[src/rtl/uart_rx_if.sv]
// Receive-side bundle for uart_rx: serial line in, byte, strobes and busy out.
// master is the receiver; slave is the line driver / byte consumer.
interface uart_rx_if;
    logic       rxd;
    logic [7:0] data;
    logic       valid;
    logic       frame_err;
    logic       busy;

    modport master (input rxd, output data, output valid, output frame_err, output busy);
    modport slave  (output rxd, input data, input valid, input frame_err, input busy);
endinterface

[src/rtl/uart_rx.sv]
// 8N1 UART receiver: two-flop synchronizer, mid-bit sampling from a free-running
// per-bit counter, single-cycle VALID / FRAME_ERR strobes.
module uart_rx #(
    parameter int unsigned CLKS_PER_BIT = 5000,
    parameter int unsigned HALF_BIT     = CLKS_PER_BIT / 2
) (
    input  logic       clk,
    input  logic       rst_n,
    uart_rx_if.master  bus
);

    localparam int unsigned CNT_W = ($clog2(CLKS_PER_BIT) > 13) ? $clog2(CLKS_PER_BIT) : 13;
    localparam logic [CNT_W-1:0] BIT_LAST  = CNT_W'(CLKS_PER_BIT - 1);
    localparam logic [CNT_W-1:0] HALF_LAST = CNT_W'(HALF_BIT - 1);

    typedef enum logic [2:0] {
        S_IDLE,
        S_START,
        S_DATA,
        S_STOP,
        S_WAIT_HIGH
    } state_t;

    logic [1:0]       sync_q;
    logic [1:0]       live_q;
    logic             rxd_s;

    state_t           state_q, state_d;
    logic [CNT_W-1:0] cnt_q, cnt_d;
    logic [2:0]       idx_q, idx_d;
    logic [7:0]       shift_q, shift_d;
    logic [7:0]       data_q, data_d;
    logic             valid_q, valid_d;
    logic             ferr_q, ferr_d;
    logic             busy_q, busy_d;
    logic             armed_q, armed_d;

    assign rxd_s = sync_q[1];

    // Synchronizer resets high so reset never looks like a start edge; live_q
    // marks when rxd_s reflects the real line rather than reset values.
    always_ff @(posedge clk or negedge rst_n) begin
        if (!rst_n) begin
            sync_q <= 2'b11;
            live_q <= 2'b00;
        end else begin
            sync_q <= {sync_q[0], bus.rxd};
            live_q <= {live_q[0], 1'b1};
        end
    end

    always_ff @(posedge clk or negedge rst_n) begin
        if (!rst_n) begin
            state_q <= S_IDLE;
            cnt_q   <= '0;
            idx_q   <= '0;
            shift_q <= '0;
            data_q  <= '0;
            valid_q <= 1'b0;
            ferr_q  <= 1'b0;
            busy_q  <= 1'b0;
            armed_q <= 1'b0;
        end else begin
            state_q <= state_d;
            cnt_q   <= cnt_d;
            idx_q   <= idx_d;
            shift_q <= shift_d;
            data_q  <= data_d;
            valid_q <= valid_d;
            ferr_q  <= ferr_d;
            busy_q  <= busy_d;
            armed_q <= armed_d;
        end
    end

    // Next-state and registered-output logic; counter restarts on every state change.
    always_comb begin
        state_d = state_q;
        cnt_d   = cnt_q;
        idx_d   = idx_q;
        shift_d = shift_q;
        data_d  = data_q;
        valid_d = 1'b0;
        ferr_d  = 1'b0;
        armed_d = armed_q | (rxd_s & live_q[1]);

        case (state_q)
            S_IDLE: begin
                cnt_d = '0;
                if (armed_q && !rxd_s) begin
                    state_d = S_START;
                    idx_d   = '0;
                end
            end
            S_START: begin
                if (cnt_q == HALF_LAST) begin
                    cnt_d   = '0;
                    state_d = rxd_s ? S_IDLE : S_DATA;
                    idx_d   = '0;
                end else begin
                    cnt_d = cnt_q + CNT_W'(1);
                end
            end
            S_DATA: begin
                if (cnt_q == BIT_LAST) begin
                    cnt_d   = '0;
                    shift_d = {rxd_s, shift_q[7:1]};
                    if (idx_q == 3'd7) begin
                        state_d = S_STOP;
                    end else begin
                        idx_d = idx_q + 3'd1;
                    end
                end else begin
                    cnt_d = cnt_q + CNT_W'(1);
                end
            end
            S_STOP: begin
                if (cnt_q == BIT_LAST) begin
                    cnt_d = '0;
                    if (rxd_s) begin
                        data_d  = shift_q;
                        valid_d = 1'b1;
                        state_d = S_IDLE;
                    end else begin
                        ferr_d  = 1'b1;
                        state_d = S_WAIT_HIGH;
                    end
                end else begin
                    cnt_d = cnt_q + CNT_W'(1);
                end
            end
            S_WAIT_HIGH: begin
                cnt_d = '0;
                if (rxd_s) begin
                    state_d = S_IDLE;
                end
            end
            default: begin
                state_d = S_IDLE;
                cnt_d   = '0;
            end
        endcase

        busy_d = (state_d != S_IDLE);
    end

    assign bus.data      = data_q;
    assign bus.valid     = valid_q;
    assign bus.frame_err = ferr_q;
    assign bus.busy      = busy_q;

endmodule

[src/flat_wrapper.sv]
// flat-port wrapper written by rule: the top's interface ports become plain ports
module uart_rx_flat 
#(
    parameter int unsigned CLKS_PER_BIT = 5000,
    parameter int unsigned HALF_BIT     = CLKS_PER_BIT / 2
)
  (clk, rst_n, bus_rxd, bus_data, bus_valid, bus_frame_err, bus_busy);
  uart_rx_if bus_i ();
  input  logic clk;
  input  logic rst_n;
  input wire logic [$bits(bus_i.rxd)-1:0] bus_rxd;
  output wire logic [$bits(bus_i.data)-1:0] bus_data;
  output wire logic [$bits(bus_i.valid)-1:0] bus_valid;
  output wire logic [$bits(bus_i.frame_err)-1:0] bus_frame_err;
  output wire logic [$bits(bus_i.busy)-1:0] bus_busy;
  assign bus_i.rxd = bus_rxd;
  assign bus_data = bus_i.data;
  assign bus_valid = bus_i.valid;
  assign bus_frame_err = bus_i.frame_err;
  assign bus_busy = bus_i.busy;
  uart_rx #(.CLKS_PER_BIT(CLKS_PER_BIT), .HALF_BIT(HALF_BIT)) u_core (.clk(clk), .rst_n(rst_n), .bus(bus_i));
endmodule
[config.mk]
export PLATFORM = sky130hd
export DESIGN_NAME = uart_rx_flat
export DESIGN_NICKNAME = d
export VERILOG_FILES = /design/src/rtl/uart_rx_if.sv /design/src/rtl/uart_rx.sv /design/src/flat_wrapper.sv
export SDC_FILE = /design/constraint.sdc
export NUM_CORES = 1
export LEC_CHECK = 0
export BUFFER_PORTS_ARGS = -buffer_cell sky130_fd_sc_hd__buf_2
export CAP_MARGIN = 20
export CORE_ASPECT_RATIO = 1.4
export CORE_MARGIN = 2
export CORE_UTILIZATION = 40
export CTS_BUF_LIST = sky130_fd_sc_hd__clkbuf_8
export CTS_CLUSTER_SIZE = 20
export DETAILED_ROUTE_END_ITERATION = 10
export GPL_ROUTABILITY_DRIVEN = 0
export PLACE_DENSITY = 0.56
export SLEW_MARGIN = 20
export SYNTH_ARGS = -nofsm -noshare
export SYNTH_HDL_FRONTEND = slang
export SYNTH_SLANG_ARGS = --single-unit
[constraint.sdc]
create_clock -name clk -period 3.3 [get_ports clk]
set_clock_uncertainty 0.1 [all_clocks]
set_input_delay 0.33 -clock clk [delete_from_list [all_inputs] [get_ports clk]]
set_output_delay 0.33 -clock clk [all_outputs]
set_load 0.01 [all_outputs]
==> results_dict.tcl <==
set metrics [dict create \
    fin_crit_sh 0.634 \
    timing.rr.start "u_core.cnt_q[5]" \
    fp.dieArea_um2 5280 \
    boundaryPins 14 \
    first_global_vias 1284 \
    clock_tree.root_cell "sky130_fd_sc_hd__clkbuf_8" \
    vias 1205 \
    global_route_wire_length_before_repair_mm 5.96 \
    clock_sinks 43 \
    antenna_violating_nets_post_route 0 \
    grt.overflow.total 0 \
    placedInstanceArea_um2 2000 \
    die_y_um 85.2 \
    yosys-top-cells-area "sky130_fd_sc_hd__dfrtp_1 54%, sky130_fd_sc_hd__mux2_2 9.6%, sky130_fd_sc_hd__xnor2_1 3.3%" \
    synth_fp_nets 160 \
    remaining_drc_errors 0 \
    yosysUniqueCellTypes 43 \
    synthDominantCellAreaShare 0.545 \
    number_of_enable_type_register_cells_in_the_synthesized_netlist 0 \
    layout_commonest_cell "sky130_fd_sc_hd__dfrtp_1" \
    vias_per_cell 5.19 \
    detail_route.iter0.violations 71 \
    p_leak_nw 1.03 \
    setup_ws_ns 1.21 \
    finalWirelength_mm 3.20 \
    clk-insertion-delay-late_ns 0.29 \
    syn-mean-instance-area_um2 12.2 \
    crit_type "flip-flop to flip-flop" \
    total_track_usage 0.153 \
    flow.area_growth_from_synthesis_pct 13.7 \
    seq_area_frac_synth 0.573 \
    dp_slack_ns 1.17 \
    clock_tree_from_tritoncts "built" \
    worstPathMaxFanout 13 \
    tightestPinTransition_ns 0.919 \
    fillers 432 \
    post_cts_hold_buffer_count 0 \
    synthCells 154 \
    max_cap_violations 0 \
    ff2ff_path_depth 4 \
    dp_hpwl_mm 2.35 \
    cpMaxStageDelayCell "sky130_fd_sc_hd__a31oi_2" \
    crit_arrival_ns 2.14 \
    crit_required_ns 3.35 \
    worstHoldEndpoint "u_core.sync_q[0]" \
    firstDrtPassIters 4 \
    maximum_clock_frequency_ghz 0.478 \
    finalHoldViolations 0 \
    rsz0062_at_grt "no" \
    num_antenna_cells 0 \
    setup_total_negative_slack_ns 0 \
    hold_class "input pin to flip-flop" \
    final_cell_mix "41 x sky130_fd_sc_hd__dfrtp_1, 16 x sky130_fd_sc_hd__mux2_2, 14 x sky130_fd_sc_hd__nor2_1" \
    clk_pin_slew_ns 0.08 \
    regToRegEndpoint "u_core.cnt_q[12]" \
    post_cts_resized 0 \
    floorplan.initialDensity 0.415 \
    worst_hold_path.num_cells 1 \
    layout-drive-gt1-share 0.271 \
    coreArea_um2 4540 \
    initial_antenna_violation_count 0 \
    ys_warn_count 0 \
    synth_largest_area_cell "sky130_fd_sc_hd__dfrtp_1" \
    synth_ff_type "sky130_fd_sc_hd__dfrtp_1" \
    irDropWorstVdd_uv 299 \
    async_flop_share 1.00 \
    run_status "finished clean" \
    clock_buffer_count_from_cts 5 \
    nNetsFinal 175 \
    critPathCaptureType "flip-flop" \
    worstPathCellList "nor4_4 > a41oi_1 > a31oi_2 > nor2_1" \
    grt_start_max_net_pins 44 \
    cts.repair_timing.setup_buffer_count 0 \
    post-route-cell-area_um2 2140 \
    synth_register_bits 43 \
    holdCritStartpoint "bus_rxd" \
    clock_path_buffers 2 \
    slew_headroom 0.388 \
    port_buffers 13 \
    power_per_cell_area_nw_per_um2 573 \
    max_stage_delay_ns 0.56 \
    final_period_minus_worst_setup_slack_ns 2.09 \
    drv_slew 0 \
    rows 29 \
    reg2reg_slack_ns 1.21 \
    chipWidth_um 62.0 \
    cts_max_level 2 \
    wire_per_inst_um 13.8 \
    synth.cell_area_um2 1880 \
    setup_viol 0 \
    setup.worst_path.start_class "flip-flop" \
]
==> through the flow <==
| stage | hold WS [ns] | utilization | std cells | total power, mW |
|---|---|---|---|---|
| detailed placement | 0.248 | 0.441 | 224 | 0.756 |
| floorplan | -0.0656 | - | 154 | 0.715 |
| global route | 0.0184 | 0.472 | 232 | 1.30 |
| CTS | 0.0237 | 0.472 | 232 | 1.25 |
| finish | 0.0339 | 0.472 | 232 | 1.23 |
| global placement | 0.235 | 0.441 | 224 | 0.748 |
==> cells in the mapped netlist, drive strengths merged (4+ instances only) <==
cell / number
dfrtp: 41
nor2: 14
mux2: 16
nor3: 5
nand2: 6
inv: 7
nand4: 6
nand3: 4
xnor2: 7
==> area by class of cell <==
type | count | area, um2 | share of cell area
inverters | 7 | 26.3 | 0.0123
multi-input cells | 99 | 753 | 0.352
flip-flops and latches | 43 | 1080 | 0.504
well taps | 62 | 77.6 | 0.0362
clock inverters | 3 | 71.3 | 0.0333
clock buffers | 5 | 68.8 | 0.0321
repair buffers | 13 | 65.1 | 0.0304
==> worst max-delay path: cells and delay by family, from the launching register on <==
| kind | cells | cell delay [ns] |
|---|---|---|
| flip-flops | 1 | 0.45 |
| AO/OA/AOI/OAI | 2 | 0.83 |
| AND/OR/NAND/NOR | 2 | 0.57 |
==> registers in the layout, indices dropped and copies added, names as in the netlist <==
name                  flops
u_core.cnt_q             13
u_core.bus.data           8
u_core.shift_q            8
u_core.idx_q              3
u_core.state_q            3
u_core.live_q             2
u_core.sync_q             2
u_core.armed_q            1
u_core.bus.busy           1
u_core.bus.frame_err      1
u_core.bus.valid          1
==> cell families (layout without fill, tap and decap cells) <==
group	Yosys count	in the layout	synth area share
compound gates	14	14	0.0558
other cells	1	1	0.00199
mux	17	17	0.101
buf+inv	12	28	0.0272
flops	43	43	0.573
xor+xnor	10	10	0.0465
simple gates	54	54	0.175
fa+ha+maj	3	3	0.0199
==> worst max-delay path by stage <==
stage | slack (ns) | end | start | depth (start not counted)
6_report | 1.21 | u_core.cnt_q[12] | u_core.cnt_q[5] | 4
5_1_grt | 0.95 | u_core.cnt_q[11] | u_core.cnt_q[5] | 4
3_5_place_dp | 1.17 | u_core.cnt_q[2] | u_core.cnt_q[5] | 4
2_1_floorplan | 1.48 | u_core.bus.data[0] | u_core.cnt_q[0] | 6
3_3_place_gp | 1.20 | u_core.cnt_q[1] | u_core.cnt_q[5] | 4
4_1_cts | 1.16 | u_core.cnt_q[12] | u_core.cnt_q[5] | 4
==> power breakdown <==
group | total (mW) | switching, mW | leakage, nW | internal [mW]
logic | 0.134 | 0.0777 | 0.395 | 0.0558
registers | 0.605 | 0.0418 | 0.568 | 0.563
clock network | 0.489 | 0.182 | 0.0703 | 0.307
==> routing by layer <==
layer / track usage / vias up / wire length [um]
met4: 0.0658 / 0 / 57
met3: 0.0320 / 4 / 95
met5: 0 / - / 0
li1: - / 572 / -
met2: 0.251 / 21 / 1780
met1: 0.186 / 608 / 1270
No activity file was read; power rests on OpenSTA's default activity.
